## src/rtl/approx_mon_pkg.sv

```systemverilog
// Shared types and helpers for the approximate-multiplier error monitor.
package approx_mon_pkg;

  typedef enum logic [1:0] {
    ST_IDLE,
    ST_SWEEP,
    ST_DRAIN,
    ST_DONE
  } state_t;

  localparam int unsigned DEF_IN_W  = 4;
  localparam int unsigned DEF_OUT_W = 4;
  localparam int unsigned N_VEC     = 2 ** DEF_IN_W;

  // Lower half of vec is operand A, upper half is operand B; product truncated to out_w bits.
  function automatic int unsigned exact_mul(input int unsigned vec,
                                            input int unsigned in_w,
                                            input int unsigned out_w);
    int unsigned half;
    int unsigned mask;
    int unsigned a;
    int unsigned b;
    half = in_w / 2;
    mask = (32'd1 << half) - 32'd1;
    a    = vec & mask;
    b    = (vec >> half) & mask;
    return (a * b) & ((32'd1 << out_w) - 32'd1);
  endfunction

endpackage

```

## src/rtl/approx_err_accum.sv

```systemverilog
// Error accumulator: mismatch count, max and summed absolute error of captured samples.
module approx_err_accum
  import approx_mon_pkg::*;
#(
  parameter int unsigned IN_W  = DEF_IN_W,
  parameter int unsigned OUT_W = DEF_OUT_W
) (
  input  logic                  clk,
  input  logic                  rst,
  input  logic                  i_clear,
  input  logic                  i_valid,
  input  logic [OUT_W-1:0]      i_approx,
  input  logic [OUT_W-1:0]      i_exact,
  output logic [IN_W:0]         o_err_count,
  output logic [OUT_W-1:0]      o_max_err,
  output logic [IN_W+OUT_W-1:0] o_sum_err
);

  logic signed [OUT_W:0]  w_diff;
  logic [OUT_W-1:0]       w_d;
  logic                   w_nz;
  logic [IN_W:0]          r_count;
  logic [OUT_W-1:0]       r_max;
  logic [IN_W+OUT_W-1:0]  r_sum;

  // Difference in OUT_W+1 signed bits; the magnitude always fits back into OUT_W bits.
  always_comb begin
    w_diff = $signed({1'b0, i_approx}) - $signed({1'b0, i_exact});
    w_d    = w_diff[OUT_W] ? OUT_W'(-w_diff) : OUT_W'(w_diff);
    w_nz   = (w_d != '0);
  end

  always_ff @(posedge clk or posedge rst) begin
    if (rst) begin
      r_count <= '0;
      r_max   <= '0;
      r_sum   <= '0;
    end else if (i_clear) begin
      r_count <= '0;
      r_max   <= '0;
      r_sum   <= '0;
    end else if (i_valid) begin
      r_count <= r_count + {{IN_W{1'b0}}, w_nz};
      if (w_d > r_max) r_max <= w_d;
      r_sum   <= r_sum + {{IN_W{1'b0}}, w_d};
    end
  end

  assign o_err_count = r_count;
  assign o_max_err   = r_max;
  assign o_sum_err   = r_sum;

endmodule

```

## src/rtl/approx_mul_error_monitor.sv

```systemverilog
// Exhaustive-sweep stimulus source and error monitor wrapped around an approximate multiplier.
module approx_mul_error_monitor
  import approx_mon_pkg::*;
#(
  parameter int unsigned IN_W  = DEF_IN_W,
  parameter int unsigned OUT_W = DEF_OUT_W,
  parameter int unsigned ET    = 0
) (
  input  logic                  clk,
  input  logic                  rst,
  input  logic                  start,
  output logic [IN_W-1:0]       dut_in,
  input  logic [OUT_W-1:0]      dut_out,
  output logic                  busy,
  output logic                  done,
  output logic [IN_W:0]         err_count,
  output logic [OUT_W-1:0]      max_err,
  output logic [IN_W+OUT_W-1:0] sum_err,
  output logic                  pass
);

  localparam logic [IN_W-1:0] LAST_VEC = '1;

  state_t            r_state;
  logic [IN_W-1:0]   r_vec;
  logic              r_busy;
  logic              r_done;
  logic              r_cap_valid;
  logic [OUT_W-1:0]  r_cap_approx;
  logic [OUT_W-1:0]  r_cap_exact;
  logic [OUT_W-1:0]  w_exact;
  logic              w_start_ok;
  logic [OUT_W-1:0]  w_max;

  assign w_exact    = OUT_W'(exact_mul(32'(r_vec), IN_W, OUT_W));
  assign w_start_ok = start && ((r_state == ST_IDLE) || (r_state == ST_DONE));

  // r_vec doubles as the registered stimulus; it parks on the last vector rather than wrapping.
  always_ff @(posedge clk or posedge rst) begin
    if (rst) begin
      r_state      <= ST_IDLE;
      r_vec        <= '0;
      r_busy       <= 1'b0;
      r_done       <= 1'b0;
      r_cap_valid  <= 1'b0;
      r_cap_approx <= '0;
      r_cap_exact  <= '0;
    end else begin
      case (r_state)
        ST_IDLE, ST_DONE: begin
          r_cap_valid <= 1'b0;
          if (start) begin
            r_vec   <= '0;
            r_state <= ST_SWEEP;
            r_busy  <= 1'b1;
            r_done  <= 1'b0;
          end
        end
        ST_SWEEP: begin
          r_cap_valid  <= 1'b1;
          r_cap_approx <= dut_out;
          r_cap_exact  <= w_exact;
          if (r_vec == LAST_VEC) begin
            r_state <= ST_DRAIN;
          end else begin
            r_vec <= r_vec + 1'b1;
          end
        end
        ST_DRAIN: begin
          r_cap_valid <= 1'b0;
          r_state     <= ST_DONE;
          r_busy      <= 1'b0;
          r_done      <= 1'b1;
        end
        default: begin
          r_state     <= ST_IDLE;
          r_busy      <= 1'b0;
          r_done      <= 1'b0;
          r_cap_valid <= 1'b0;
        end
      endcase
    end
  end

  approx_err_accum #(
    .IN_W  (IN_W),
    .OUT_W (OUT_W)
  ) u_accum (
    .clk         (clk),
    .rst         (rst),
    .i_clear     (w_start_ok),
    .i_valid     (r_cap_valid),
    .i_approx    (r_cap_approx),
    .i_exact     (r_cap_exact),
    .o_err_count (err_count),
    .o_max_err   (w_max),
    .o_sum_err   (sum_err)
  );

  assign dut_in  = r_vec;
  assign busy    = r_busy;
  assign done    = r_done;
  assign max_err = w_max;
  assign pass    = r_done && (32'(w_max) <= ET);

endmodule

```

## config.mk

```make
export PLATFORM = sky130hd
export DESIGN_NAME = approx_mul_error_monitor
export DESIGN_NICKNAME = d
export VERILOG_FILES = /design/src/rtl/approx_mon_pkg.sv /design/src/rtl/approx_err_accum.sv /design/src/rtl/approx_mul_error_monitor.sv
export SDC_FILE = /design/constraint.sdc
export NUM_CORES = 1
export LEC_CHECK = 0
export ABC_CLOCK_PERIOD_IN_PS = 2900
export CORE_MARGIN = 2
export CORE_UTILIZATION = 30
export DETAILED_ROUTE_END_ITERATION = 10
export GPL_TIMING_DRIVEN = 1
export SYNTH_ARGS = -nofsm -noshare
export SYNTH_HDL_FRONTEND = slang
export SYNTH_HIERARCHICAL = 1
export SYNTH_SLANG_ARGS = --single-unit
```

## constraint.sdc

```tcl
create_clock -name clk -period 2.9 [get_ports clk]
set_input_delay 0.29 -clock clk [delete_from_list [all_inputs] [get_ports clk]]
set_output_delay 0.29 -clock clk [all_outputs]
set_load 0.02 [all_outputs]
```

==> results of run 1 <==
-- state kept, by name, indices dropped and copies added (netlist names) --
register             count
u_accum/o_sum_err        8
u_accum/o_err_count      5
dut_in                   4
r_cap_approx             4
r_cap_exact              4
u_accum/o_max_err        4
r_state                  2
busy                     1
done                     1
r_cap_valid              1
-- cell families after synthesis --
family	count (synthesis)	share of synthesized area
multiplexers	21	0.110
AO/OA/AOI/OAI	32	0.104
buffers and inverters	29	0.0551
AND/OR/NAND/NOR	52	0.123
flip-flops	34	0.412
adder cells (fa/ha/maj)	23	0.146
XOR/XNOR	10	0.0502
-- critical path, stage by stage, from the launching register on --
cell and delay [ns]:
dfrtp_1 0.38, inv_1 0.06, ha_2 0.17, inv_2 0.04, fa_2 0.37, a21o_1 0.22, a221oi_2 0.29, xor3_2 0.37
ha_4 0.32, inv_1 0.06, o22ai_2 0.18, o221a_4 0.26, mux2i_1 0.18, nor2_1 0.06
-- per-stage QoR --
step / TNS, ns / instances / worst slack, ns / utilization
2_1_floorplan: -0.0385 / 201 / -0.0385 / -
3_3_place_gp: -1.09 / 314 / -0.194 / 0.377
3_5_place_dp: -1.20 / 314 / -0.223 / 0.377
4_1_cts: -1.15 / 328 / -0.191 / 0.418
5_1_grt: -2.88 / 330 / -0.392 / 0.433
6_report: -1.12 / 330 / -0.199 / 0.433
-- power by group --
group | switching [mW] | internal, mW
logic | 1.28 | 1.44
registers | 0.166 | 0.623
clock network | 0.187 | 0.345
-- repair_timing --
action                                 CTS  global route
endpoints found under the hold margin    0             0
resized for setup                       17            17
pin swaps                               18            13
hold buffers                             0             0
setup endpoints to repair               10            13
buffers inserted                         6             2
-- final cells by class --
type / instances / area share
Multi-Input combinational cell: 138 / 0.443
Sequential cell: 34 / 0.292
Clock inverter: 3 / 0.0236
Timing Repair Buffer: 47 / 0.152
Tap cell: 80 / 0.0344
Clock buffer: 5 / 0.0236
Inverter: 23 / 0.0305
-- cells in the final DEF, fill, tap and decap left out, types with 5 or more instances in the layout --
master           synthesis  routed
dfrtp_1                 34      34
clkdlybuf4s50_1          0      30
inv_1                   23      20
nor2_1                  21      20
ha_1                    21      13
buf_4                    0      13
mux2i_1                 11      11
mux2_2                   9       8
nand2_1                  8       8
a21oi_1                 11       6
o21ai_0                  7       6
ha_4                     0       6
clkbuf_8                 0       5
a21oi_2                  0       5
-- worst min path at each step --
| stage | cells after the start | from | to | slack, ns |
|---|---|---|---|---|
| after global placement | 1 | r_cap_approx[0] | r_cap_approx[0] | 0.49 |
| after detailed placement | 1 | r_cap_exact[2] | r_cap_exact[2] | 0.50 |
| after floorplan | 1 | rst | busy | 0.22 |
| final | 2 | rst | r_state[0] | 0.44 |
| after global routing | 2 | rst | r_state[0] | 0.51 |
| after CTS | 2 | rst | r_state[0] | 0.46 |
-- metal layers --
| layer | track usage | share of wire |
|---|---|---|
| met1 | 0.142 | 0.47 |
| met2 | 0.197 | 0.48 |
| met3 | 0.0313 | 0.038 |
| met4 | 0.0455 | 0.013 |
| met5 | 0 | 0 |
==> impl_metrics.toml, run 1 <==
[logic_synthesis]
synth_top_area_frac = 0.412
yosys.area.top_type = "dfrtp_1"
synth_seq_cells = 34
syn-num-nets = 231
synth_flop_cell = "dfrtp_1"
yosys-top-cells-area = "dfrtp_1 41%, ha_1 13%, mux2i_1 5.3%"
ys_types = 37
netlist_top_cells_count = "34 x dfrtp_1, 23 x inv_1, 21 x ha_1, 21 x nor2_1"
syn_area_um2 = 2070
synth.avg_cell_area_um2 = 10.3
syn_inst = 201
yosysWarnings = 6
synth_edf_count = 0
synth_most_common_cell = "dfrtp_1"
synthArstFlopShare = 1.00
yosysSeqAreaShare = 0.412

[critical_path]
reg2reg_depth = 13
worstReg2RegStart = "r_cap_approx[0]"
arrival_ns = 3.26
crit_path_end = "u_accum/o_max_err[2]"
cp_max_fo = 5
rrSetupSlack_ns = -0.20
critical_path.startpoint = "r_cap_approx[0]"
cp.required_ns = 3.06
critPathLaunchType = "register"
reg2reg_to = "u_accum/o_max_err[2]"
endpoint_kind = "register"
critical_path_class = "register to register"

[grt]
track_usage = 0.117
grt_pass1_vias = 1516
grt.overflow.total = 0
grt_max_degree = 18
antenna_found_initial = 0
grt_pass1_wl_um = 6890

[place]
place_congestion = 0.759
place_area_um2 = 2530
portBuffers = 30
dp_hpwl_um = 3020

[timing]
max_slew_margin = 0.544
finalClockSkew_ns = 0.00829
rsz0062_at_grt = "true"
tightest_slew_ns = 0.684
setup_slack_ns = -0.199
finalMaxSlewViolations = 0
hold_viol = 0
fmax_mhz = 323
finalSetupViolCount = 8
layout_worst_path_cycle_share = 1.07
min_period_ns = 3.10
hold_ws_ns = 0.443

[die]
start_util = 0.308
die_area_um2 = 7570
row_count = 30
pin_count = 31
core_um2 = 6720
die_h_um = 87.0
die_w_um = 87.0

[clocking]
cts_buffers = 5
root_buffer = "clkbuf_8"
cts.sinks = 34
ctsLongestPathBuffers = 2
clock_latency_ns = 0.29
cts_tree = "done"
path_clk_slew_ns = 0.08
htreeDepth = 2

[detailed_routing]
vias = 1566
wl_per_cell_um = 13.1
wl_um = 4340
ant_nets = 0
drtIter0Drc = 23
firstDrtPassIters = 4
drc = 0
vias_per_cell = 4.75

[final_layout]
drive_gt1_frac = 0.276
fin_nets = 279
fillers = 634
regArea_um2 = 851
area_growth_pct = 40.8
num_antenna_cells = 0
design_area_um2 = 2910
multi_input_area_um2 = 1290

[run_status]
violations = "setup timing"
status = "finished, violations left"

[power_and_ir_drop]
ir_drop_uv = 555
p_leak_nw = 1.30
power_density_nw_per_um2 = 1390
fin_total_pwr_mw = 4.04

[min_path]
hold_class = "primary input to asynchronous set/reset pin"

[flow_run]
cap_violations = 0
No activity file was read; power rests on OpenSTA's default activity.
==> run 2, diff against run 1 <==
--- a/config.mk
+++ b/config.mk
@@ -10,6 +10,7 @@
 export CORE_UTILIZATION = 30
 export DETAILED_ROUTE_END_ITERATION = 10
 export GPL_TIMING_DRIVEN = 1
+export SKIP_CTS_REPAIR_TIMING = 1
 export SYNTH_ARGS = -nofsm -noshare
 export SYNTH_HDL_FRONTEND = slang
 export SYNTH_HIERARCHICAL = 1
==> run 2 against run 1 <==
  * The run still ends with setup timing left
  * Critical path depth unchanged
  * First-iteration DRC count is 57% lower
  * Cell area fell by 3.0%
  * Global-route usage down 0.40 points
  * Wire length is 0.55% lower
  * Sequential share of layout area grew 0.89 points
  * Final cell count down 0.61%
  * Sequential cell count stayed put
  * Register-to-register slack got worse by 0.098 ns
  * Non-clock buffer count shrank 2
  * Clock skew fell by 0.0014 ns
  * Combinational power fell by 8.1%
  * Critical endpoint is now u_accum/o_max_err[0]
  * Largest power group unchanged
  * Highest routed layer unchanged
==> impl_metrics.toml, run 2 (synthesis results as in run 1) <==
[final_layout]
fin_nets = 277
final_common_cell = "dfrtp_1"
drive_gt1_frac = 0.226
fin_util = 0.420
design_area_um2 = 2820
area_growth_pct = 36.6
num_antenna_cells = 0
layout.cells.non_filler = 328
mostFrequentLayoutCells = "34 x dfrtp_1, 30 x clkdlybuf4s50_1, 21 x inv_1, 21 x nor2_1"
largest_reg_flops = 8

[timing]
tightest_slew_ns = 0.690
fmax_mhz = 313
layout_worst_path_cycle_share = 1.10
min_period_ns = 3.20
max_slew_margin = 0.539
hold_viol = 0
rsz0062_at_grt = "true"
finalMaxSlewViolations = 0
finalClockSkew_ns = 0.00692
setup_slack_ns = -0.297
finalSetupViolCount = 13
setup_tns_ns = -2.35

[grt]
grt_max_degree = 18
track_usage = 0.113
grt_pass1_wl_um = 6640
grt_pass1_vias = 1423
grt.overflow.total = 0
antenna_found_initial = 0

[run_status]
violations = "setup timing"
status = "finished, violations left"

[die]
die_area_um2 = 7570
die_h_um = 87.0
core_um2 = 6720
pin_count = 31
die_w_um = 87.0
start_util = 0.308
row_count = 30

[critical_path]
cp_top_family = "adder cells"
path_buf_inv = 3
cp.required_ns = 3.06
arrival_ns = 3.36
rrSetupSlack_ns = -0.30
crit_top_cell = "inv_1"
slowest_stage = "fa_2"
reg2reg_to = "u_accum/o_max_err[0]"
critical_path_class = "register to register"
endpoint_kind = "register"
crit_chain = "inv_1 -> ha_2 -> inv_2 -> fa_2 -> nor2b_2 -> a221oi_2 -> xor3_2 -> ha_4 -> inv_1 -> o22ai_2 -> o221a_4 -> mux2i_1 -> nor2_1"
critPathLaunchType = "register"
cp_max_fo = 5
worstReg2RegStart = "r_cap_approx[0]"
slowest_delay_ns = 0.57
reg2reg_depth = 13

[clocking]
ctsLongestPathBuffers = 2
root_buffer = "clkbuf_8"
htreeDepth = 2
cts_buffers = 5
cts.sinks = 34
path_clk_slew_ns = 0.08
cts_tree = "done"
clock_latency_ns = 0.29

[detailed_routing]
firstDrtPassIters = 3
drc = 0
vias_per_cell = 4.71
wl_um = 4320
vias = 1546
ant_nets = 0
drtIter0Drc = 10
wl_per_cell_um = 13.2

[place]
portBuffers = 30
place_inst = 314
place_congestion = 0.759
place_area_um2 = 2530
dp_hpwl_um = 3020

[min_path]
hold_class = "primary input to asynchronous set/reset pin"

[power_and_ir_drop]
power_density_nw_per_um2 = 1350
ir_drop_uv = 539
p_leak_nw = 1.28

[flow_run]
cap_violations = 0
==> run 2: worst max-delay path by stage <==
stage | start | endpoint | slack (ns) | depth (start not counted)
2_1_floorplan | r_cap_approx[0] | u_accum/o_sum_err[7] | -0.04 | 13
3_3_place_gp | r_cap_approx[0] | u_accum/o_sum_err[7] | -0.19 | 13
3_5_place_dp | r_cap_approx[0] | u_accum/o_sum_err[7] | -0.22 | 13
4_1_cts | r_cap_approx[0] | u_accum/o_sum_err[7] | -0.23 | 13
5_1_grt | r_cap_approx[0] | u_accum/o_max_err[3] | -0.43 | 13
6_report | r_cap_approx[0] | u_accum/o_max_err[0] | -0.30 | 13
==> run 2: final cells by class <==
class	instances	area, µm²
multi-input cells	138	1230
well taps	80	100
fillers	652	3890
inverters	23	86.3
clock inverters	3	68.8
flip-flops and latches	34	851
repair buffers	45	417
clock buffers	5	68.8
==> run 2: report_power, final <==
part	switching, mW	internal, mW
logic	1.18	1.32
registers	0.166	0.623
clock network	0.185	0.344
total	1.53	2.29
==> run 2: worst reg2reg max path: stages, from the launching register on <==
cell and delay, ns:
dfrtp_1 0.38, inv_1 0.06, ha_2 0.18, inv_2 0.04, fa_2 0.57, nor2b_2 0.06, a221oi_2 0.28, xor3_2 0.48
ha_4 0.31, inv_1 0.05, o22ai_2 0.18, o221a_4 0.25, mux2i_1 0.19, nor2_1 0.05
==> run 2: per-stage QoR <==
step	hold slack, ns	total power, mW	setup WS [ns]
6_report	0.444	3.82	-0.297
5_1_grt	0.508	4.11	-0.430
2_1_floorplan	0.216	2.17	-0.0385
3_3_place_gp	0.490	2.78	-0.194
3_5_place_dp	0.503	2.81	-0.223
4_1_cts	0.463	3.36	-0.234
==> run 2: layer usage <==
| layer | share of wire | up-vias | wire length (µm) | GRT usage |
|---|---|---|---|---|
| li1 | - | 780 | - | - |
| met1 | 0.47 | 733 | 2040 | 0.141 |
| met2 | 0.48 | 26 | 2060 | 0.185 |
| met3 | 0.036 | 7 | 157 | 0.0313 |
| met4 | 0.013 | 0 | 58 | 0.0426 |
| met5 | 0 | - | 0 | 0 |
==> run 3, diff against run 2 <==
--- a/config.mk
+++ b/config.mk
@@ -11,6 +11,7 @@
 export DETAILED_ROUTE_END_ITERATION = 10
 export GPL_TIMING_DRIVEN = 1
 export SKIP_CTS_REPAIR_TIMING = 1
+export SLEW_MARGIN = 20
 export SYNTH_ARGS = -nofsm -noshare
 export SYNTH_HDL_FRONTEND = slang
 export SYNTH_HIERARCHICAL = 1
==> results of run 3 <==
Same layout as run 2: the final DEF is identical, and so are final timing and power.
